`config.mk`:
```
export PLATFORM = sky130hd
export DESIGN_NAME = search_ctrl_flat
export DESIGN_NICKNAME = d
export VERILOG_FILES = /design/src/rtl/search_ctrl_pkg.sv /design/src/rtl/search_ctrl_if.sv /design/src/rtl/search_ctrl_watchdog.sv /design/src/rtl/search_ctrl.sv /design/src/flat_wrapper.sv
export SDC_FILE = /design/constraint.sdc
export NUM_CORES = 1
export LEC_CHECK = 0
export ABC_AREA = 1
export CAP_MARGIN = 30
export CELL_PAD_IN_SITES_DETAIL_PLACEMENT = 1
export CELL_PAD_IN_SITES_GLOBAL_PLACEMENT = 2
export CORE_MARGIN = 2
export CORE_UTILIZATION = 24
export CTS_CLUSTER_DIAMETER = 100
export DETAILED_ROUTE_END_ITERATION = 10
export GPL_TIMING_DRIVEN = 0
export PLACE_DENSITY_LB_ADDON = 0.08
export SETUP_SLACK_MARGIN = 0.5
export SYNTH_ARGS = -nofsm -noshare
export SYNTH_HDL_FRONTEND = slang
export SYNTH_SLANG_ARGS = --single-unit
```
`constraint.sdc`:
```
create_clock -name clk -period 1.8 [get_ports clk]
set_input_delay 0.36 -clock clk [delete_from_list [all_inputs] [get_ports clk]]
set_output_delay 0.36 -clock clk [all_outputs]
set_load 0.01 [all_outputs]
```
`src/rtl/search_ctrl_pkg.sv`:
```
// Shared definitions for the bin search controller: default sizes, state
// encoding and result codes.
package search_ctrl_pkg;

  localparam int DEF_NUM_VARS  = 8;
  localparam int DEF_WIDTH_LVL = 16;
  localparam int DEF_WIDTH_CNT = 16;
  localparam int DEF_TIMEOUT   = 1024;

  // 4-bit state encoding, kept as named constants so checkers and the
  // debug port can refer to the same values as the FSM.
  localparam logic [3:0] ST_IDLE     = 4'd0;
  localparam logic [3:0] ST_BCP      = 4'd1;
  localparam logic [3:0] ST_WAIT_BCP = 4'd2;
  localparam logic [3:0] ST_DECIDE   = 4'd3;
  localparam logic [3:0] ST_WAIT_DCD = 4'd4;
  localparam logic [3:0] ST_ANALYZE  = 4'd5;
  localparam logic [3:0] ST_WAIT_AN  = 4'd6;
  localparam logic [3:0] ST_BKT      = 4'd7;
  localparam logic [3:0] ST_DONE     = 4'd8;

  typedef enum logic [3:0] {
    S_IDLE     = ST_IDLE,
    S_BCP      = ST_BCP,
    S_WAIT_BCP = ST_WAIT_BCP,
    S_DECIDE   = ST_DECIDE,
    S_WAIT_DCD = ST_WAIT_DCD,
    S_ANALYZE  = ST_ANALYZE,
    S_WAIT_AN  = ST_WAIT_AN,
    S_BKT      = ST_BKT,
    S_DONE     = ST_DONE
  } state_t;

  // Result codes; bit positions of the one-hot result vector
  // {timeout, bkt_out, unsat, sat}.
  localparam logic [1:0] RES_SAT     = 2'd0;
  localparam logic [1:0] RES_UNSAT   = 2'd1;
  localparam logic [1:0] RES_BKT_OUT = 2'd2;
  localparam logic [1:0] RES_TIMEOUT = 2'd3;

  function automatic logic [3:0] result_onehot(input logic [1:0] code);
    result_onehot = 4'b0001 << code;
  endfunction

endpackage

```
`src/rtl/search_ctrl_if.sv`:
```
// Bus between the search controller and its bin manager / engines.
//
// Handshake semantics: every *_start / *_pulse / apply_bkt_o output is a
// registered request exactly one cycle wide. The addressed unit answers with a
// one-cycle *_done_i; data qualified by a done (conflict_i, index_decided_i,
// bkt_lvl_i) is only sampled in the cycle the done is high, and a done is only
// honoured while the controller waits for it. done_o stays high with a valid
// one-hot result until the next accepted start_i.
interface search_ctrl_if import search_ctrl_pkg::*; #(
  parameter int NUM_VARS  = DEF_NUM_VARS,
  parameter int WIDTH_LVL = DEF_WIDTH_LVL,
  parameter int WIDTH_CNT = DEF_WIDTH_CNT
);
  logic                 start_i;
  logic [WIDTH_LVL-1:0] base_lvl_i;
  logic                 decision_pulse_o;
  logic                 decision_done_i;
  logic [NUM_VARS-1:0]  index_decided_i;
  logic [WIDTH_LVL-1:0] cur_lvl_i;
  logic                 bcp_start_o;
  logic                 bcp_done_i;
  logic                 conflict_i;
  logic                 analyze_start_o;
  logic                 analyze_done_i;
  logic [WIDTH_LVL-1:0] bkt_lvl_i;
  logic                 apply_bkt_o;
  logic [WIDTH_LVL-1:0] bkt_lvl_o;
  logic                 busy_o;
  logic                 done_o;
  logic                 sat_o;
  logic                 unsat_o;
  logic                 bkt_out_o;
  logic                 timeout_o;
  logic [WIDTH_CNT-1:0] n_decisions_o;
  logic [WIDTH_CNT-1:0] n_conflicts_o;
  logic [3:0]           dbg_state_o;

  // Controller side
  modport master (
    input  start_i, base_lvl_i, decision_done_i, index_decided_i, cur_lvl_i,
           bcp_done_i, conflict_i, analyze_done_i, bkt_lvl_i,
    output decision_pulse_o, bcp_start_o, analyze_start_o, apply_bkt_o,
           bkt_lvl_o, busy_o, done_o, sat_o, unsat_o, bkt_out_o, timeout_o,
           n_decisions_o, n_conflicts_o, dbg_state_o
  );

  // Bin manager / engine side
  modport slave (
    output start_i, base_lvl_i, decision_done_i, index_decided_i, cur_lvl_i,
           bcp_done_i, conflict_i, analyze_done_i, bkt_lvl_i,
    input  decision_pulse_o, bcp_start_o, analyze_start_o, apply_bkt_o,
           bkt_lvl_o, busy_o, done_o, sat_o, unsat_o, bkt_out_o, timeout_o,
           n_decisions_o, n_conflicts_o, dbg_state_o
  );
endinterface

```
`src/rtl/search_ctrl_watchdog.sv`:
```
// Cycle counter guarding the WAIT_* states; expired_o is high in the cycle the
// count reaches TIMEOUT-1.
module ctrl_watchdog import search_ctrl_pkg::*; #(
  parameter int WIDTH_CNT = DEF_WIDTH_CNT,
  parameter int TIMEOUT   = DEF_TIMEOUT
) (
  input  logic clk,
  input  logic rst,
  input  logic clear_i,
  input  logic en_i,
  output logic expired_o
);
  localparam logic [WIDTH_CNT-1:0] LIMIT = WIDTH_CNT'(TIMEOUT - 1);

  logic [WIDTH_CNT-1:0] cnt_q, cnt_d;

  // Next count: clear wins, otherwise count up and park at the limit.
  always_comb begin
    cnt_d = cnt_q;
    if (clear_i) begin
      cnt_d = '0;
    end else if (en_i && (cnt_q != LIMIT)) begin
      cnt_d = cnt_q + WIDTH_CNT'(1);
    end
  end

  // Counter register with synchronous active-low reset.
  always_ff @(posedge clk) begin
    if (!rst) cnt_q <= '0;
    else      cnt_q <= cnt_d;
  end

  assign expired_o = (cnt_q == LIMIT);
endmodule

```
`src/rtl/search_ctrl.sv`:
```
// Per-bin CDCL sequencer: BCP -> decide -> BCP ..., and on conflict
// analyse -> backtrack -> BCP, until SAT, UNSAT, out-of-bin backtrack or timeout.
module search_ctrl import search_ctrl_pkg::*; #(
  parameter int NUM_VARS  = DEF_NUM_VARS,
  parameter int WIDTH_LVL = DEF_WIDTH_LVL,
  parameter int WIDTH_CNT = DEF_WIDTH_CNT,
  parameter int TIMEOUT   = DEF_TIMEOUT
) (
  input logic          clk,
  input logic          rst,
  search_ctrl_if.master bus
);
  localparam logic [WIDTH_CNT-1:0] CNT_MAX = {WIDTH_CNT{1'b1}};

  state_t               state_q, state_d;
  logic                 dec_pulse_q, dec_pulse_d;
  logic                 bcp_start_q, bcp_start_d;
  logic                 an_start_q, an_start_d;
  logic                 apply_q, apply_d;
  logic                 busy_q, busy_d;
  logic                 done_q, done_d;
  logic [3:0]           res_q, res_d;
  logic [WIDTH_LVL-1:0] bkt_lvl_q, bkt_lvl_d;
  logic [WIDTH_CNT-1:0] n_dec_q, n_dec_d;
  logic [WIDTH_CNT-1:0] n_conf_q, n_conf_d;

  logic in_wait, wd_clear, wd_expired;

  // The watchdog only runs inside a WAIT_* state and restarts on any move.
  assign in_wait  = (state_q == S_WAIT_BCP) || (state_q == S_WAIT_DCD) ||
                    (state_q == S_WAIT_AN);
  assign wd_clear = !in_wait || (state_d != state_q);

  ctrl_watchdog #(
    .WIDTH_CNT (WIDTH_CNT),
    .TIMEOUT   (TIMEOUT)
  ) u_watchdog (
    .clk       (clk),
    .rst       (rst),
    .clear_i   (wd_clear),
    .en_i      (in_wait),
    .expired_o (wd_expired)
  );

  // Next state, datapath updates and next values of the registered outputs.
  always_comb begin
    state_d   = state_q;
    res_d     = res_q;
    bkt_lvl_d = bkt_lvl_q;
    n_dec_d   = n_dec_q;
    n_conf_d  = n_conf_q;
    case (state_q)
      S_IDLE, S_DONE: begin
        if (bus.start_i) begin
          state_d  = S_BCP;
          res_d    = '0;
          n_dec_d  = '0;
          n_conf_d = '0;
        end
      end
      S_BCP: state_d = S_WAIT_BCP;
      S_WAIT_BCP: begin
        // A done in the last watchdog cycle still takes the normal path.
        if (bus.bcp_done_i) begin
          if (!bus.conflict_i) begin
            state_d = S_DECIDE;
          end else if (bus.cur_lvl_i <= bus.base_lvl_i) begin
            state_d = S_DONE;
            res_d   = result_onehot(RES_UNSAT);
          end else begin
            state_d  = S_ANALYZE;
            n_conf_d = (n_conf_q == CNT_MAX) ? n_conf_q : n_conf_q + WIDTH_CNT'(1);
          end
        end else if (wd_expired) begin
          state_d = S_DONE;
          res_d   = result_onehot(RES_TIMEOUT);
        end
      end
      S_DECIDE: begin
        // The decision is counted as the pulse leaves, so it stays counted
        // even when the unit reports no free variable.
        state_d = S_WAIT_DCD;
        n_dec_d = (n_dec_q == CNT_MAX) ? n_dec_q : n_dec_q + WIDTH_CNT'(1);
      end
      S_WAIT_DCD: begin
        if (bus.decision_done_i) begin
          if (bus.index_decided_i == NUM_VARS'(0)) begin
            state_d = S_DONE;
            res_d   = result_onehot(RES_SAT);
          end else begin
            state_d = S_BCP;
          end
        end else if (wd_expired) begin
          state_d = S_DONE;
          res_d   = result_onehot(RES_TIMEOUT);
        end
      end
      S_ANALYZE: state_d = S_WAIT_AN;
      S_WAIT_AN: begin
        if (bus.analyze_done_i) begin
          bkt_lvl_d = bus.bkt_lvl_i;
          if (bus.bkt_lvl_i < bus.base_lvl_i) begin
            state_d = S_DONE;
            res_d   = result_onehot(RES_BKT_OUT);
          end else begin
            state_d = S_BKT;
          end
        end else if (wd_expired) begin
          state_d = S_DONE;
          res_d   = result_onehot(RES_TIMEOUT);
        end
      end
      S_BKT:   state_d = S_BCP;
      default: state_d = S_IDLE;
    endcase

    // BCP, analysis and backtrack requests coincide with their state; the
    // decision request is issued on leaving DECIDE (two cycles after bcp_done).
    bcp_start_d = (state_d == S_BCP);
    an_start_d  = (state_d == S_ANALYZE);
    apply_d     = (state_d == S_BKT);
    dec_pulse_d = (state_q == S_DECIDE);
    done_d      = (state_d == S_DONE);
    busy_d      = (state_d != S_IDLE) && (state_d != S_DONE);
  end

  // State and output registers; reset aborts any run without a pulse.
  always_ff @(posedge clk) begin
    if (!rst) begin
      state_q     <= S_IDLE;
      dec_pulse_q <= 1'b0;
      bcp_start_q <= 1'b0;
      an_start_q  <= 1'b0;
      apply_q     <= 1'b0;
      busy_q      <= 1'b0;
      done_q      <= 1'b0;
      res_q       <= '0;
      bkt_lvl_q   <= '0;
      n_dec_q     <= '0;
      n_conf_q    <= '0;
    end else begin
      state_q     <= state_d;
      dec_pulse_q <= dec_pulse_d;
      bcp_start_q <= bcp_start_d;
      an_start_q  <= an_start_d;
      apply_q     <= apply_d;
      busy_q      <= busy_d;
      done_q      <= done_d;
      res_q       <= res_d;
      bkt_lvl_q   <= bkt_lvl_d;
      n_dec_q     <= n_dec_d;
      n_conf_q    <= n_conf_d;
    end
  end

  assign bus.decision_pulse_o = dec_pulse_q;
  assign bus.bcp_start_o      = bcp_start_q;
  assign bus.analyze_start_o  = an_start_q;
  assign bus.apply_bkt_o      = apply_q;
  assign bus.bkt_lvl_o        = bkt_lvl_q;
  assign bus.busy_o           = busy_q;
  assign bus.done_o           = done_q;
  assign bus.sat_o            = res_q[RES_SAT];
  assign bus.unsat_o          = res_q[RES_UNSAT];
  assign bus.bkt_out_o        = res_q[RES_BKT_OUT];
  assign bus.timeout_o        = res_q[RES_TIMEOUT];
  assign bus.n_decisions_o    = n_dec_q;
  assign bus.n_conflicts_o    = n_conf_q;
  assign bus.dbg_state_o      = state_q;
endmodule

```
`src/flat_wrapper.sv`:
```
// flat-port wrapper written by rule: the top's interface ports become plain ports
module search_ctrl_flat import search_ctrl_pkg::*;
#(
  parameter int NUM_VARS  = DEF_NUM_VARS,
  parameter int WIDTH_LVL = DEF_WIDTH_LVL,
  parameter int WIDTH_CNT = DEF_WIDTH_CNT,
  parameter int TIMEOUT   = DEF_TIMEOUT
)
  (clk, rst, bus_start_i, bus_base_lvl_i, bus_decision_done_i, bus_index_decided_i, bus_cur_lvl_i, bus_bcp_done_i, bus_conflict_i, bus_analyze_done_i, bus_bkt_lvl_i, bus_decision_pulse_o, bus_bcp_start_o, bus_analyze_start_o, bus_apply_bkt_o, bus_bkt_lvl_o, bus_busy_o, bus_done_o, bus_sat_o, bus_unsat_o, bus_bkt_out_o, bus_timeout_o, bus_n_decisions_o, bus_n_conflicts_o, bus_dbg_state_o);
  search_ctrl_if #(.NUM_VARS(NUM_VARS), .WIDTH_LVL(WIDTH_LVL), .WIDTH_CNT(WIDTH_CNT)) bus_i ();
  input logic clk;
  input logic rst;
  input wire logic [$bits(bus_i.start_i)-1:0] bus_start_i;
  input wire logic [$bits(bus_i.base_lvl_i)-1:0] bus_base_lvl_i;
  input wire logic [$bits(bus_i.decision_done_i)-1:0] bus_decision_done_i;
  input wire logic [$bits(bus_i.index_decided_i)-1:0] bus_index_decided_i;
  input wire logic [$bits(bus_i.cur_lvl_i)-1:0] bus_cur_lvl_i;
  input wire logic [$bits(bus_i.bcp_done_i)-1:0] bus_bcp_done_i;
  input wire logic [$bits(bus_i.conflict_i)-1:0] bus_conflict_i;
  input wire logic [$bits(bus_i.analyze_done_i)-1:0] bus_analyze_done_i;
  input wire logic [$bits(bus_i.bkt_lvl_i)-1:0] bus_bkt_lvl_i;
  output wire logic [$bits(bus_i.decision_pulse_o)-1:0] bus_decision_pulse_o;
  output wire logic [$bits(bus_i.bcp_start_o)-1:0] bus_bcp_start_o;
  output wire logic [$bits(bus_i.analyze_start_o)-1:0] bus_analyze_start_o;
  output wire logic [$bits(bus_i.apply_bkt_o)-1:0] bus_apply_bkt_o;
  output wire logic [$bits(bus_i.bkt_lvl_o)-1:0] bus_bkt_lvl_o;
  output wire logic [$bits(bus_i.busy_o)-1:0] bus_busy_o;
  output wire logic [$bits(bus_i.done_o)-1:0] bus_done_o;
  output wire logic [$bits(bus_i.sat_o)-1:0] bus_sat_o;
  output wire logic [$bits(bus_i.unsat_o)-1:0] bus_unsat_o;
  output wire logic [$bits(bus_i.bkt_out_o)-1:0] bus_bkt_out_o;
  output wire logic [$bits(bus_i.timeout_o)-1:0] bus_timeout_o;
  output wire logic [$bits(bus_i.n_decisions_o)-1:0] bus_n_decisions_o;
  output wire logic [$bits(bus_i.n_conflicts_o)-1:0] bus_n_conflicts_o;
  output wire logic [$bits(bus_i.dbg_state_o)-1:0] bus_dbg_state_o;
  assign bus_i.start_i = bus_start_i;
  assign bus_i.base_lvl_i = bus_base_lvl_i;
  assign bus_i.decision_done_i = bus_decision_done_i;
  assign bus_i.index_decided_i = bus_index_decided_i;
  assign bus_i.cur_lvl_i = bus_cur_lvl_i;
  assign bus_i.bcp_done_i = bus_bcp_done_i;
  assign bus_i.conflict_i = bus_conflict_i;
  assign bus_i.analyze_done_i = bus_analyze_done_i;
  assign bus_i.bkt_lvl_i = bus_bkt_lvl_i;
  assign bus_decision_pulse_o = bus_i.decision_pulse_o;
  assign bus_bcp_start_o = bus_i.bcp_start_o;
  assign bus_analyze_start_o = bus_i.analyze_start_o;
  assign bus_apply_bkt_o = bus_i.apply_bkt_o;
  assign bus_bkt_lvl_o = bus_i.bkt_lvl_o;
  assign bus_busy_o = bus_i.busy_o;
  assign bus_done_o = bus_i.done_o;
  assign bus_sat_o = bus_i.sat_o;
  assign bus_unsat_o = bus_i.unsat_o;
  assign bus_bkt_out_o = bus_i.bkt_out_o;
  assign bus_timeout_o = bus_i.timeout_o;
  assign bus_n_decisions_o = bus_i.n_decisions_o;
  assign bus_n_conflicts_o = bus_i.n_conflicts_o;
  assign bus_dbg_state_o = bus_i.dbg_state_o;
  search_ctrl #(.NUM_VARS(NUM_VARS), .WIDTH_LVL(WIDTH_LVL), .WIDTH_CNT(WIDTH_CNT), .TIMEOUT(TIMEOUT)) u_core (.clk(clk), .rst(rst), .bus(bus_i));
endmodule
```
* After elaboration in Yosys (flattened, before gate mapping)
Index checks and enable logic that the tools add are counted.
Widths: inputs -> output; s select.
** Word-level totals
- Output and inout bits :: 62
- Word-level logic and storage cells :: 92
- Register bits :: 78
- Input bits :: 63
** Cells by class
- Reductions and logical operators :: 18
- Bitwise logic cells :: 1
- Add/sub/neg operators :: 3
- Multiplexer cells :: 28
- Order comparisons :: 2
- Eq/ne operators :: 28
** Operators with widths (number)
- $mux 16 :: 6
- $mux 4 :: 18
- $pmux 16 s2 :: 2
- $add 16x1->16 const B :: 3
- $eq 16x16->1 const B :: 2
- $pmux 4 s8 :: 1
- $eq 4x3->1 const B :: 6
- $eq 16x10->1 const B :: 1
- $le 16x16->1 :: 1
- $lt 16x16->1 :: 1
- $ne 16x10->1 const B :: 1
- $pmux 4 s4 :: 1
- $ne 2x2->1 const B :: 6
- $ne 3x3->1 const B :: 4
- $reduce_and 6->1 :: 2
- $eq 4x1->1 const B :: 2
- $eq 4x2->1 const B :: 2
- $eq 4x4->1 const B :: 2
- $logic_not 8->1 :: 1
- $reduce_bool 4->1 :: 2
- $logic_not 4->1 :: 1
- $ne 4x4->1 :: 1
- $ne 4x4->1 const B :: 1
- $reduce_bool 2->1 :: 2
- 7 further kinds :: 11

* Longest topological paths before layout
Gate-level depths: netlist of the first run.
- Depth after elaboration :: 8
- Gate-level depth with buffers :: 18
- Depth with buffers taken out :: 18

* Hierarchy
Synthesis of the first run repeated with hierarchy kept, for this count alone.
** Unflattened totals
- Cells, all modules :: 753
- Area total of the unflattened synthesis :: 5131.2 µm²
** Modules (own cells, without submodules)
- search_ctrl :: times used 1, seq. area each 1241.2 µm², area an instance 4105.2 µm², cells an instance 590
- ctrl_watchdog :: times used 1, seq. area each 320.3 µm², area an instance 1026.0 µm², cells an instance 163

* Worst setup path before layout of the first run
OpenSTA, ideal clock, no wires.
- Path kind :: input to register
- Start :: input port bus_base_lvl_i[15]
- End :: register u_core.n_conf_q[8], in the netlist u_core.bus.n_conflicts_o[8]
- Library setup time :: 71 ps
- Buffers on the path :: 1
- Cell stages on the path :: 11
- Required time :: 1729 ps
- Setup slack :: -87 ps
- Arrival time :: 1816 ps
- Cell sequence :: inv_1 > ha_1 > nand2_1 > nor4_1 > nand2_1 > nand2_1 > nand3_2 > nand2_4 > buf_2 > nand3_1 > a21oi_1
** Between the ends
- Word-level cells in the longest chain between the ends :: 3
** Ends and longest elaborated chain
- start, declared :: RTL line flat_wrapper.sv:14 : input wire logic [$bits(bus_i.base_lvl_i)-1:0] bus_base_lvl_i;
- $le 16x16->1 :: RTL line search_ctrl.sv:67 : end else if (bus.cur_lvl_i <= bus.base_lvl_i) begin
- $ne 2x2->1 (no source line)
- $reduce_and 6->1 (no source line)
- end signal, assigned :: RTL line search_ctrl.sv:152 : n_conf_q <= n_conf_d;
- end, declared :: RTL line search_ctrl.sv:25 : logic [WIDTH_CNT-1:0] n_conf_q, n_conf_d;
Every way passes these cells.
A chain may end at the register's enable or synchronous reset.

* Final worst setup path of the first run
- Start :: register u_core.n_conf_q[1], in the netlist u_core.bus.n_conflicts_o[1]
- End :: register u_core.n_conf_q[14], in the netlist u_core.bus.n_conflicts_o[14]
** Between the ends
- Word-level cells in the longest chain between the ends :: 6
- Elaborated cells between the ends (all ways) :: 9
- Classes of those cells :: 1 x add/sub; 2 x eq/ne; 5 x mux; 1 x reduce/logical
** Ends and longest elaborated chain
- $add 16x1->16 :: RTL line search_ctrl.sv:72 : n_conf_d = (n_conf_q == CNT_MAX) ? n_conf_q : n_conf_q + WIDTH_CNT'(1);
- $mux 16 :: RTL line search_ctrl.sv:72
- $mux 16 :: RTL line search_ctrl.sv:67
- $mux 16 :: RTL line search_ctrl.sv:65 : if (!bus.conflict_i) begin
- $mux 16 :: RTL line search_ctrl.sv:64 : if (bus.bcp_done_i) begin
- $pmux 16 s2 :: RTL line search_ctrl.sv:52 : case (state_q)
Parallel ways exist; a longest one is shown, timed or not. The select of a mux whose other input is x is not followed.

==> metrics.yaml, run 1 <==
netlist_area_sq_mm: 0.004866
slowest_stage: "dfxtp_4"
path_clk_slew_ns: 0.07
area_growth_pct: 94.42
final_common_cell: "nand2_1"
finalClockSkew_ns: 0.006868
cp-end-kind: "register"
rows: 52
vdd_drop_max_mv: 0.4732
finalSetupViolCount: 0
wirelength_mm: 20.35
grt_pass1_vias: 6054
hold_violations: 0
grt-ovfl-total: 0
hold_path_class: "in2reg"
synth_top_area_frac: 0.3209
finalCritPeriodShare: 0.9844
antenna_left: 0
final_layout_size_suffix_gt1_frac: 0.6002
pin_count: 125
leakagePower_nw: 3.824
critPathLaunchType: "register"
vias: 5669
synthTopCellsByArea: "dfxtp_1 (32%), nand2_1 (9.7%), ha_1 (8.7%)"
hpwlAfterDp_mm: 13.24
critPathKind: "reg2reg"
synth_edf_count: 0
fin_util: 0.4721
synth.net_count: 800
max_freq_mhz: 564.4
cap_violations: 0
yosysSeqAreaShare: 0.3209
tritoncts: "yes"
cts_root_buffer: "clkbuf_16"
cp.arrival_ns: 1.98
die_w_um: 146.4
die_h_um: 146.4
drc_errors: 0
yosysUniqueCellTypes: 46
run_status: "finished, final reports clean"
place_congestion: 0.7736
grt_max_degree: 15
slew_headroom: 0.4575
avgViaCountPerCell: 4.598
antenna_found_initial: 0
initialDrtViolationCount: 151
synth.largest_area_cell: "dfxtp_1"
nFillCells: 2374
cp.required_ns: 2.01
path_cells: "ha_4, nand2_4, nor3_4, nand2_2, nor3_4, nand2_1, nand3_2, nand2_4, buf_8, buf_8, nand3_2, a21oi_2"
diodes: 0
htreeDepth: 3
drtPass1Iterations: 4
cts.path.max_buffers: 2
slowest_delay_ns: 0.37
grt_setup_unrepaired: "yes"
start_util: 0.2428
yosysWarnings: 0
syn_inst: 703
final_nets: 1055
grt_usage: 0.1819
cts_num_sinks: 78
setup_slack_ns: 0.02814
worst_slew_pin_slew_ns: 0.8137
cp_max_fo: 5
crit_buf_inv: 2
synth_ff_type: "dfxtp_1"
pre_cts_ws_ns: -0.8919
place.port_buffers: 123
worstSkewPairLatency_ns: 0.36
mostFrequentLayoutCells: "nand2_1 (87), buf_6 (73), nor2_1 (71)"
slew_violations: 0
avgSynthCellArea_sq_um: 6.922
ys_seq_elements: 78
power.density_mw_per_mm2: 537.2
grt_pass1_wl_mm: 31.05
fp.dieArea_sq_mm: 0.02143
detail_route.wl_per_cell_um: 16.51
core-area_sq_mm: 0.02004
fin_crit_ns: 1.772
crit_family: "simple AND/OR/NAND/NOR gates"
synth_async_sr_flop_share: 0
cts_buffers: 9
==> per-layer routing <==
layer	GRT usage	wire (um)	vias to the layer above
met5	0	0	-
met4	0.05485	313	0
met3	0.03063	636	17
met2	0.3342	10530	83
met1	0.2165	8869	2749
li1	-	-	2820
==> path summary, 6_finish.rpt <==
path	from	endpoint	slack, ns	cells past startpoint
max reg2reg	u_core.bus.n_conflicts_o[1]	u_core.bus.n_conflicts_o[14]	0.03	12
min	bus_bkt_lvl_i[10]	u_core.bus.bkt_lvl_o[10]	0.28	3
min reg2reg	u_core.bus.n_decisions_o[4]	u_core.bus.n_decisions_o[4]	0.48	2
max	u_core.bus.n_conflicts_o[1]	u_core.bus.n_conflicts_o[14]	0.03	12
==> cell families (layout without fill, tap and decap cells) <==
family                   after synthesis  in the layout  synth area share
buffers and inverters                105            364           0.08408
XOR/XNOR                              16             16           0.02880
adder cells (fa/ha/maj)               34             34           0.08743
flip-flops                            78             78            0.3209
AND/OR/NAND/NOR                      361            362            0.3492
AO/OA/AOI/OAI                        109            109            0.1296
==> registers in the layout, indices dropped and copies added (netlist names) <==
signal,cells
u_core.bus.analyze_start_o,1
u_core.bus.done_o,1
u_core.bus.n_conflicts_o,16
u_core.bus.decision_pulse_o,1
u_core.bus.busy_o,1
u_core.bus.dbg_state_o,4
u_core.bus.apply_bkt_o,1
u_core.u_watchdog.cnt_q,16
u_core.res_q,4
u_core.bus.bcp_start_o,1
u_core.bus.bkt_lvl_o,16
u_core.bus.n_decisions_o,16
==> through the flow <==
stage / instance area, sq um / TNS, ns / instances / hold slack [ns] / power, mW
6_report: 9460 / 0 / 1233 / 0.2784 / 5.082
2_1_floorplan: 5225 / 0 / 703 / 0.4501 / 2.264
4_1_cts: 8717 / -0.8561 / 1196 / 0.4151 / 5.002
3_3_place_gp: 6794 / -23.82 / 1096 / 0.4521 / 2.613
5_1_grt: 9460 / -0.9771 / 1233 / 0.2810 / 5.314
3_5_place_dp: 6794 / -24.39 / 1096 / 0.4697 / 2.636
==> power by group <==
group	total (mW)	switching [mW]	leakage, nW	internal (mW)
Sequential	1.76	0.0307	0.665	1.73
Combinational	1.23	0.648	3.01	0.585
Clock	2.09	0.866	0.152	1.22
==> worst register-to-register path, cell delays in order (launching register included) <==
cell and delay, ns:
dfxtp_4 0.37, ha_4 0.15, nand2_4 0.06, nor3_4 0.15, nand2_2 0.10, nor3_4 0.15
nand2_1 0.09, nand3_2 0.09, nand2_4 0.08, buf_8 0.15, buf_8 0.14, nand3_2 0.06
a21oi_2 0.05
==> synthesized netlist by cell type (2+ instances only) <==
master    number
nand3_1       53
buf_2          4
inv_1         84
ha_1          34
nand2_1      126
xnor2_1        2
inv_2          6
o21ai_1        2
nand3b_1       2
nor2_2         6
nand3_2        3
xor2_1        14
nor4_1         2
nand4_1       11
nor3_1        18
o21a_1         2
nand2_4        4
nor3b_1        6
a211oi_2       2
o21ai_0       37
nor2_1       112
a31oi_1        4
clkbuf_1       7
a21oi_1       52
nand2_2        6
nor2_4         6
dfxtp_1       78
nor3b_2        2
==> cell type report <==
| cell class | count | area (sq um) | share of cell area |
|---|---|---|---|
| tap | 270 | 337.8 | 0.03571 |
| inverter | 92 | 425.4 | 0.04497 |
| multi-input combinational | 521 | 4298 | 0.4543 |
| clock buffer | 9 | 225.2 | 0.02381 |
| sequential | 78 | 1689 | 0.1785 |
| buffer | 13 | 133.9 | 0.01415 |
| timing repair inverter | 1 | 7.507 | 0.0007935 |
| clock inverter | 7 | 97.59 | 0.01032 |
| timing repair buffer | 242 | 2246 | 0.2374 |
==> repair_timing <==
item / 4_1_cts / 5_1_grt
gates cloned: 4 / 3
hold buffers: 0 / 0
pin swaps: 96 / 93
resized for setup: 532 / 262
endpoints found under the setup margin: 140 / 122
buffers inserted: 80 / 34
No activity file was read; power rests on OpenSTA's default activity.
==> inputs of run 2 (changes only) <==
CORE_UTILIZATION = 31   (was 24)
DONT_BUFFER_PORTS = 1   (was unset)
==> run 2 against run 1 <==
  * The flow now finishes with violations (setup timing)
  * Combinational power fell by 34%
  * Sequential cell count is the same
  * Clock power is 4% lower
  * Sequential power grew 3%
  * Worst hold slack lost 0.15 ns
==> metrics.yaml, run 2 (synthesized netlist as in run 1, its figures left out) <==
rr_startpoint: "u_core.bus.n_conflicts_o[0]"  # was u_core.bus.n_conflicts_o[1]
fp.dieArea_sq_mm: 0.01671  # was 0.02143 sq mm
cp.arrival_ns: 2.08  # was 1.98 ns
critPathKind: "reg2reg"  # unchanged
core-area_sq_mm: 0.01526  # was 0.02004 sq mm
avgViaCountPerCell: 4.965  # was 4.598
grt_pass1_vias: 5243  # was 6054
final_layout_size_suffix_gt1_frac: 0.4293  # was 0.6002
pin_count: 125  # unchanged
fin_crit_ns: 1.836  # was 1.772 ns
vdd_drop_max_mv: 0.4317  # was 0.4732 mV
finalCritPeriodShare: 1.020  # was 0.9844
rows: 45  # was 52
startpoint: "u_core.bus.n_conflicts_o[0]"  # was u_core.bus.n_conflicts_o[1]
cp_max_fo: 6  # was 5
htreeDepth: 3  # unchanged
grt_setup_unrepaired: "yes"  # unchanged
die_w_um: 129.3  # was 146.4 um
worstSkewPairLatency_ns: 0.35  # was 0.36 ns
cts.path.max_buffers: 2  # unchanged
die_h_um: 129.3  # was 146.4 um
drc_errors: 0  # unchanged
slew_headroom: 0.5229  # was 0.4575
drtPass1Iterations: 4  # unchanged
cts_num_sinks: 78  # unchanged
cts_buffers: 9  # unchanged
wirelength_mm: 16.95  # was 20.35 mm
final_nets: 877  # was 1055
rrSetupSlack_ns: -0.04  # was 0.03 ns
hpwlAfterDp_mm: 11.83  # was 13.24 mm
final_common_cell: "nand2_1"  # unchanged
setup_slack_ns: -0.03569  # was 0.02814 ns
grt_max_degree: 14  # was 15
tritoncts: "yes"  # unchanged
antenna_found_initial: 0  # unchanged
run_status: "finished, violations left"  # was finished, final reports clean
grt_pass1_wl_mm: 27.12  # was 31.05 mm
cp.required_ns: 2.05  # was 2.01 ns
pre_cts_ws_ns: -0.2718  # was -0.8919 ns
cp-end-kind: "register"  # unchanged
grt_usage: 0.2087  # was 0.1819
start_util: 0.3189  # was 0.2428
cp-endpoint: "u_core.bus.n_conflicts_o[1]"  # was u_core.bus.n_conflicts_o[14]
mostFrequentLayoutCells: "nand2_1 (97), nor2_1 (77), inv_1 (63)"  # was nand2_1 (87), buf_6 (73), nor2_1 (71)
leakagePower_nw: 2.879  # was 3.824 nW
worst_slew_pin_slew_ns: 0.7156  # was 0.8137 ns
fin_area_sq_mm: 0.007342  # was 0.009460 sq mm
place.port_buffers: 0  # was 123
grt-ovfl-total: 0  # unchanged
cts_root_buffer: "clkbuf_16"  # unchanged
fin_total_pwr_mw: 4.629  # was 5.082 mW
area_growth_pct: 50.89  # was 94.42%
antenna_left: 0  # unchanged
finalClockSkew_ns: 0.01048  # was 0.006868 ns
critPathLaunchType: "register"  # unchanged
initialDrtViolationCount: 140  # was 151
max_freq_mhz: 544.8  # was 564.4 MHz
hold_violations: 0  # unchanged
diodes: 0  # unchanged
slew_violations: 0  # unchanged
detail_route.wl_per_cell_um: 17.02  # was 16.51 um
power.density_mw_per_mm2: 630.5  # was 537.2 mW/mm^2
place_congestion: 0.8448  # was 0.7736
hold_path_class: "in2reg"  # unchanged
placed_cell_area_sq_mm: 0.005489  # was 0.006794 sq mm
finalSetupViolCount: 11  # was 0
violations: "setup timing"
r2r-end: "u_core.bus.n_conflicts_o[1]"  # was u_core.bus.n_conflicts_o[14]
r2r_cells: 13  # was 12
path_clk_slew_ns: 0.06  # was 0.07 ns
vias: 4945  # was 5669
cap_violations: 0  # unchanged
==> run 2: cell count changes in the layout (fill, tap and decap cells not counted), moves of 15 or more <==
cell,change
dfxtp_1,+25
buf_2,-21
ha_1,+19
ha_4,-15
buf_4,-28
clkbuf_2,-32
buf_6,-46
clkdlybuf4s50_1,-15
==> run 2: repair_timing <==
| item | 4_1_cts | 5_1_grt |
|---|---|---|
| cloned | 4 | 0 |
| buffers inserted | 47 | 15 |
| gates resized for setup | 195 | 88 |
| setup endpoints to repair | 78 | 77 |
| hold buffers | 0 | 0 |
| pin swaps | 69 | 48 |
==> run 2: how the worst min path moves through the flow <==
stage,from,to,slack [ns],cells past startpoint
2_1_floorplan,u_core.u_watchdog.cnt_q[14],u_core.u_watchdog.cnt_q[14],0.45,2
3_3_place_gp,u_core.u_watchdog.cnt_q[14],u_core.u_watchdog.cnt_q[14],0.47,2
3_5_place_dp,u_core.u_watchdog.cnt_q[14],u_core.u_watchdog.cnt_q[14],0.48,2
4_1_cts,bus_bkt_lvl_i[14],u_core.bus.bkt_lvl_o[14],0.12,2
5_1_grt,bus_bkt_lvl_i[13],u_core.bus.bkt_lvl_o[13],0.13,2
6_report,bus_bkt_lvl_i[13],u_core.bus.bkt_lvl_o[13],0.13,2
==> run 2: report_power, final <==
part           leakage [nW]  switching (mW)  total (mW)  internal, mW
sequential            0.649          0.0652        1.81          1.75
combinational          2.08           0.453       0.806         0.353
clock                 0.146           0.791        2.01          1.22
total                  2.88            1.31        4.63          3.32
==> run 2: final cells by class <==
type | instances | area (sq um)
flip-flops and latches | 78 | 1628
clock inverters | 5 | 83.83
inverters | 92 | 421.7
repair buffers | 66 | 705.7
plain buffers | 13 | 122.6
clock buffers | 11 | 232.7
fillers | 1781 | 7916
multi-input cells | 520 | 3884
well taps | 211 | 264.0
==> run 2: critical path, stage by stage, from the launching register on <==
cell     delay [ns]
dfxtp_4        0.41
ha_4           0.16
nand2_4        0.06
nor3_4         0.22
nand2_2        0.08
nor3_2         0.14
nand2_1        0.09
nand3_2        0.09
nand2_4        0.08
nand2_8        0.09
buf_6          0.13
inv_2          0.04
nor2_1         0.10
nor2_1         0.04
==> run 2: metal layers <==
layer | share of wire | wire, um | global-route usage | vias up
li1 | - | - | - | 2461
met1 | 0.41 | 7015 | 0.2422 | 2364
met2 | 0.51 | 8599 | 0.3647 | 101
met3 | 0.061 | 1040 | 0.05987 | 19
met4 | 0.017 | 296 | 0.07737 | 0
met5 | 0 | 0 | 0 | -
==> run 2: per-stage QoR <==
| stage | setup TNS, ns | hold slack (ns) | utilization | cells |
|---|---|---|---|---|
| after detailed placement | -4.666 | 0.4845 | 0.3597 | 914 |
| final | -0.1204 | 0.1281 | 0.4812 | 996 |
| after global routing | -2.369 | 0.1268 | 0.4812 | 996 |
| after floorplan | 0 | 0.4501 | - | 703 |
| after global placement | -4.167 | 0.4747 | 0.3597 | 914 |
| after CTS | -0.5562 | 0.1216 | 0.4526 | 981 |
==> inputs of run 3 (changes only) <==
SLEW_MARGIN = 40   (was unset)
clock period = 1.6 ns   (was 1.8 ns; I/O delays follow)
==> run 3 against run 2 <==
  * The run still ends with setup timing left
  * Clock power increased by 8%
  * Global-route usage increased by 0.17 points
  * Sequential cell count unchanged
  * Core utilization decreased by 0.39 points
  * Total power increased by 9.1%
  * Final cell count increased by 0.10%
  * First-iteration DRC count decreased by 10%
  * Clock skew decreased by 0.0032 ns
  * Worst hold slack got worse by 0.021 ns
  * Sequential power increased by 11%
  * Register-to-register slack got worse by 0.18 ns
  * Critical endpoint is now u_core.bus.n_conflicts_o[9]
  * Largest power group unchanged
==> metrics.yaml, run 3 (synthesized netlist as in run 1, its figures left out) <==
cts_buffers: 9  # unchanged
holdCritStartpoint: "bus_bkt_lvl_i[5]"  # was bus_bkt_lvl_i[13]
worst_slew_pin_slew_ns: 0.7276  # was 0.7156 ns
crit_buf_inv: 1  # was 2
hold_path_class: "in2reg"  # unchanged
cp.arrival_ns: 2.09  # was 2.08 ns
placed_cell_area_sq_mm: 0.005504  # was 0.005489 sq mm
highest_layer: "met4"  # unchanged
drtPass1Iterations: 4  # unchanged
nFillCells: 1816  # was 1781
finalClockSkew_ns: 0.007318  # was 0.01048 ns
core-area_sq_mm: 0.01526  # unchanged
hold_path_depth: 2  # unchanged
cts.path.max_buffers: 2  # unchanged
cts_num_sinks: 78  # unchanged
dr_wl_met2_mm: 8.801  # was 8.599 mm
finalSetupViolCount: 60  # was 11
cp_common_cell: "nand2_4"
grt_max_degree: 16  # was 14
final_layout_size_suffix_gt1_frac: 0.4555  # was 0.4293
place.port_buffers: 0  # unchanged
path_clk_slew_ns: 0.07  # was 0.06 ns
wl_met3_mm: 1.019  # was 1.040 mm
cp_max_fo: 6  # unchanged
pre_cts_ws_ns: -0.4622  # was -0.2718 ns
cts_root_buffer: "clkbuf_16"  # unchanged
final_common_cell: "nand2_1"  # unchanged
path_cells: "ha_4, nand2_4, nor3_4, nand2_2, nor3_4, nand2_1, nand3_2, nand2_4, nand2_8, clkbuf_16, nand2_4, a21oi_2"  # was ha_4, nand2_4, nor3_4, nand2_2, nor3_2, nand2_1, nand3_2, nand2_4, nand2_8, buf_6, inv_2, nor2_1, nor2_1
fin_total_pwr_mw: 5.050  # was 4.629 mW
slowest_delay_ns: 0.41  # about the same
violations: "setup timing"  # unchanged
hpwlAfterDp_mm: 12.04  # was 11.83 mm
slowest_stage: "dfxtp_4"  # unchanged
area_growth_pct: 49.65  # was 50.89%
power.density_mw_per_mm2: 693.6  # was 630.5 mW/mm^2
slew_violations: 0  # unchanged
fin_util: 0.4772  # was 0.4812
mostFrequentLayoutCells: "nand2_1 (91), nor2_1 (88), inv_1 (61)"  # was nand2_1 (97), nor2_1 (77), inv_1 (63)
setup_slack_ns: -0.2132  # was -0.03569 ns
detail_route.wl_per_cell_um: 17.50  # was 17.02 um
grt-ovfl-total: 0  # unchanged
antenna_found_initial: 0  # unchanged
r2r_cells: 12  # was 13
rr_startpoint: "u_core.bus.n_conflicts_o[0]"  # unchanged
wl_met1_mm: 7.345  # was 7.015 mm
cp.required_ns: 1.88  # was 2.05 ns
grt_pass1_vias: 5281  # was 5243
r2r-end: "u_core.bus.n_conflicts_o[9]"  # was u_core.bus.n_conflicts_o[1]
cts_hold_buf: 0  # unchanged
antenna_left: 0  # unchanged
pin_count: 125  # unchanged
run_status: "finished, violations left"  # unchanged
drc_errors: 0  # unchanged
slew_headroom: 0.5149  # was 0.5229
cp-end-kind: "register"  # unchanged
grt_usage: 0.2104  # was 0.2087
worstSkewPairLatency_ns: 0.35  # about the same
vias: 4934  # was 4945
hold_end: "u_core.bus.bkt_lvl_o[5]"  # was u_core.bus.bkt_lvl_o[13]
htreeDepth: 3  # unchanged
finalCritPeriodShare: 1.133  # was 1.020
final_nets: 878  # was 877
avgViaCountPerCell: 4.949  # was 4.965
diodes: 0  # unchanged
fp.dieArea_sq_mm: 0.01671  # unchanged
place_congestion: 0.8199  # was 0.8448
die_h_um: 129.3  # unchanged
leakagePower_nw: 2.913  # was 2.879 nW
hold-worst-slack_ns: 0.1071  # was 0.1281 ns
crit_family: "simple AND/OR/NAND/NOR gates"  # unchanged
wirelength_mm: 17.45  # was 16.95 mm
start_util: 0.3189  # unchanged
grt_setup_unrepaired: "yes"  # unchanged
rrSetupSlack_ns: -0.21  # was -0.04 ns
initialDrtViolationCount: 126  # was 140
worstSetupPathDepth: 12  # was 13
vdd_drop_max_mv: 0.5263  # was 0.4317 mV
critPathKind: "reg2reg"  # unchanged
grt_pass1_wl_mm: 27.56  # was 27.12 mm
tritoncts: "yes"  # unchanged
critPathLaunchType: "register"  # unchanged
fin_crit_ns: 1.813  # was 1.836 ns
hold_violations: 0  # unchanged
max_freq_mhz: 551.5  # was 544.8 MHz
cap_violations: 0  # unchanged
fin_area_sq_mm: 0.007282  # was 0.007342 sq mm
die_w_um: 129.3  # unchanged
rows: 45  # unchanged
==> run 3: power breakdown <==
| group | switching (mW) | total, mW | leakage [nW] | internal, mW |
|---|---|---|---|---|
| clock network | 0.947 | 2.18 | 0.149 | 1.23 |
| registers | 0.0777 | 2.01 | 0.669 | 1.93 |
| logic | 0.489 | 0.857 | 2.10 | 0.368 |
| total | 1.51 | 5.05 | 2.91 | 3.54 |
==> run 3: worst max-delay path by stage <==
stage	from	endpoint	slack, ns
3_5_place_dp	u_core.bus.n_conflicts_o[0]	u_core.bus.n_conflicts_o[9]	-0.46
5_1_grt	u_core.bus.n_conflicts_o[0]	u_core.bus.n_conflicts_o[4]	-0.34
2_1_floorplan	bus_base_lvl_i[9]	u_core.bus.n_conflicts_o[13]	-0.10
4_1_cts	u_core.bus.n_conflicts_o[0]	u_core.bus.n_conflicts_o[14]	-0.22
6_report	u_core.bus.n_conflicts_o[0]	u_core.bus.n_conflicts_o[9]	-0.21
3_3_place_gp	u_core.bus.n_conflicts_o[0]	u_core.bus.n_conflicts_o[13]	-0.44
==> run 3: repair_timing <==
item / CTS / global route
setup endpoints to repair: 114 / 102
cloned: 3 / 1
pin swaps: 59 / 48
gates resized for setup: 185 / 97
setup buffers: 46 / 17
==> run 3: per-layer routing <==
metal	up-vias	track usage
li1	2471	-
met1	2343	0.2477
met2	97	0.3663
met3	23	0.06069
met4	0	0.07225
met5	-	0
==> run 3: worst reg2reg max path: stages (launching register included) <==
cell and delay [ns]:
dfxtp_4 0.41, ha_4 0.17, nand2_4 0.06, nor3_4 0.15
nand2_2 0.10, nor3_4 0.13, nand2_1 0.09, nand3_2 0.10
nand2_4 0.09, nand2_8 0.11, clkbuf_16 0.16, nand2_4 0.04
a21oi_2 0.12
==> run 3: final cells by class <==
cell class / count / area (sq um) / share of cell area
Multi-Input combinational cell: 520 / 3760 / 0.5163
Sequential cell: 78 / 1715 / 0.2356
Timing Repair Buffer: 67 / 695.7 / 0.09553
Inverter: 92 / 414.1 / 0.05687
Tap cell: 211 / 264.0 / 0.03625
Clock buffer: 9 / 225.2 / 0.03093
Buffer: 13 / 127.6 / 0.01753
Clock inverter: 7 / 80.08 / 0.01100
==> run 3: per-stage QoR <==
step | TNS, ns | instances
floorplan | -1.248 | 703
global placement | -11.42 | 914
detailed placement | -13.05 | 914
CTS | -3.549 | 979
global route | -12.65 | 997
finish | -5.096 | 997
==> RTL edit, RTL diff (settings of run 1) <==
Take the reset off `res_q` and load it in a clocked block of its own.
--- a/src/rtl/search_ctrl.sv
+++ b/src/rtl/search_ctrl.sv
@@ -136,3 +136,2 @@
       done_q      <= 1'b0;
-      res_q       <= '0;
       bkt_lvl_q   <= '0;
@@ -148,3 +147,2 @@
       done_q      <= done_d;
-      res_q       <= res_d;
       bkt_lvl_q   <= bkt_lvl_d;
@@ -153,2 +151,6 @@
     end
+  end
+
+  always_ff @(posedge clk) begin
+    res_q <= res_d;
   end
Function: differs if rst is asserted again (counterexample within 4 cycles, from zero or initial values and one cycle with rst low); with rst held inactive, the same outputs for 10 cycles.
==> RTL edit against run 1 <==
- setup slack worse by 21 ps
- total power is 4.5% lower
- die area shrank 2.0%
- critical path type unchanged
- design area shrank 4.5%
- cell count is 4.1% lower
- routed wire length fell by 5.2%
- highest routed layer is now met5
- sequential cell count stayed put
- synthesized area is 2.0% lower
==> RTL edit: results <==
[run_status]
status = complete, no violations

[synth]
sequential_share_of_the_synthesized_area = 0.336
mappedNetlistNets = 779
number_of_distinct_library_cells_after_synthesis = 44
instance_count_of_the_mapped_netlist = 682
synth.area.top_cells = dfxtp_1 31%, nand2_1 9.4%, ha_1 8.9%, nor2_1 7.7%, nand3_1 6.4%
synth-edff-count = 4
synth_top_cells_by_count = 120 x nand2_1, 98 x nor2_1, 80 x inv_1, 74 x dfxtp_1, 61 x nand3_1

[setup_path]
crit_path_max_fanout = 4
timing.rr.end = u_core.bus.n_conflicts_o[0]$_SDFFE_PN0P_
reg2reg_depth = 10
register_to_register_setup_slack_ps = 7
worst_ep_arrival_time_ps = 2060

[routing]
drtPass1Iterations = 7
avgViaCountPerCell = 4.62
met2_length_um = 10000
1st_iter_drt_viols = 96
wl_met3_um = 819
wirelength_met1_um = 8120

[min_path]
hp-start = bus_bkt_lvl_i[2]
worstHoldEndpoint = u_core.bus.bkt_lvl_o[2]$_SDFFE_PN0P_
holdCritPathClass = in2reg

[sta]
worstMarginPinSlew_ps = 607
worst_hold_slack_ps = 273
post_route_minimum_period_ps = 1790

[power_and_ir_drop]
power_switching_share = 0.296
vdd.ir_drop.worst_mv = 0.425

[placed_design]
pre_cts_worst_setup_slack_ps = -988
place_congestion = 0.789
instance_count_after_placement_with_tap_cells_included = 1071
dpl_wire_length_um = 13400
placedInstanceArea_mm2 = 0.00670
count_of_buffers_from_port_buffering = 124

[finish]
nNetsFinal = 1011
drive_above_1_share = 0.516
finalNonFillerCells = 1183

[clock_network]
cts-root-buf = clkbuf_16
cts_setup_buffers = 71
worst_setup_hold_path_clk_slew_ps = 60
cts_resized = 435

[global_routing]
grt_antenna_before_repair = 1
number_of_global_route_vias_before_repair = 5951
grt_use_met1 = 0.212
use_met2 = 0.320
grt_max_degree = 14
grtUsageTotal = 0.180
globalRouteMet3Util = 0.0453
grt_pass1_wl_um = 30500
[RTL edit: power groups by stage]
stage,combinational (mW),clock (mW),sequential [mW]
after floorplan,0.400,0,1.85
after global placement,0.767,0,1.85
after detailed placement,0.782,0,1.85
after CTS,1.11,1.96,1.78
after global routing,1.30,2.00,1.78
final,1.20,1.88,1.78
[RTL edit: logic make-up (layout without fill, tap and decap cells)]
group                      count (synthesis)  count (layout)  share of synthesized area
adders and majority gates                 34              34                     0.0892
AOI/OAI and AO/OA                         97              97                      0.118
xor gates and xnor gates                  20              20                     0.0367
DFF                                       78              78                      0.336
buffers and inverters                    101             337                     0.0848
and+or+nand+nor                          352             352                      0.336
[RTL edit: how the worst max path moves through the flow]
stage,start,end,cells past startpoint
4_1_cts,bus_bcp_done_i,u_core.bus.n_conflicts_o[13]$_SDFFE_PN0P_,11
5_1_grt,u_core.bus.dbg_state_o[1]$_SDFF_PN0_,u_core.bus.n_conflicts_o[7]$_SDFFE_PN0P_,12
3_3_place_gp,bus_base_lvl_i[11],u_core.res_q[3]$_DFFE_PP_,11
2_1_floorplan,bus_base_lvl_i[11],u_core.res_q[0]$_DFFE_PP_,10
3_5_place_dp,bus_base_lvl_i[11],u_core.bus.n_conflicts_o[13]$_SDFFE_PN0P_,14
6_report,u_core.bus.dbg_state_o[1]$_SDFF_PN0_,u_core.bus.n_conflicts_o[0]$_SDFFE_PN0P_,10
[RTL edit: area by class of cell]
type                            instances  area [um2]
Fill cell                            2272       10400
Tap cell                              265         332
Buffer                                 14         166
Timing Repair Buffer                  221        2110
Clock inverter                          2        13.8
Sequential cell                        78        1710
Inverter                               87         410
Clock buffer                           13         282
Multi-Input combinational cell        503        4010
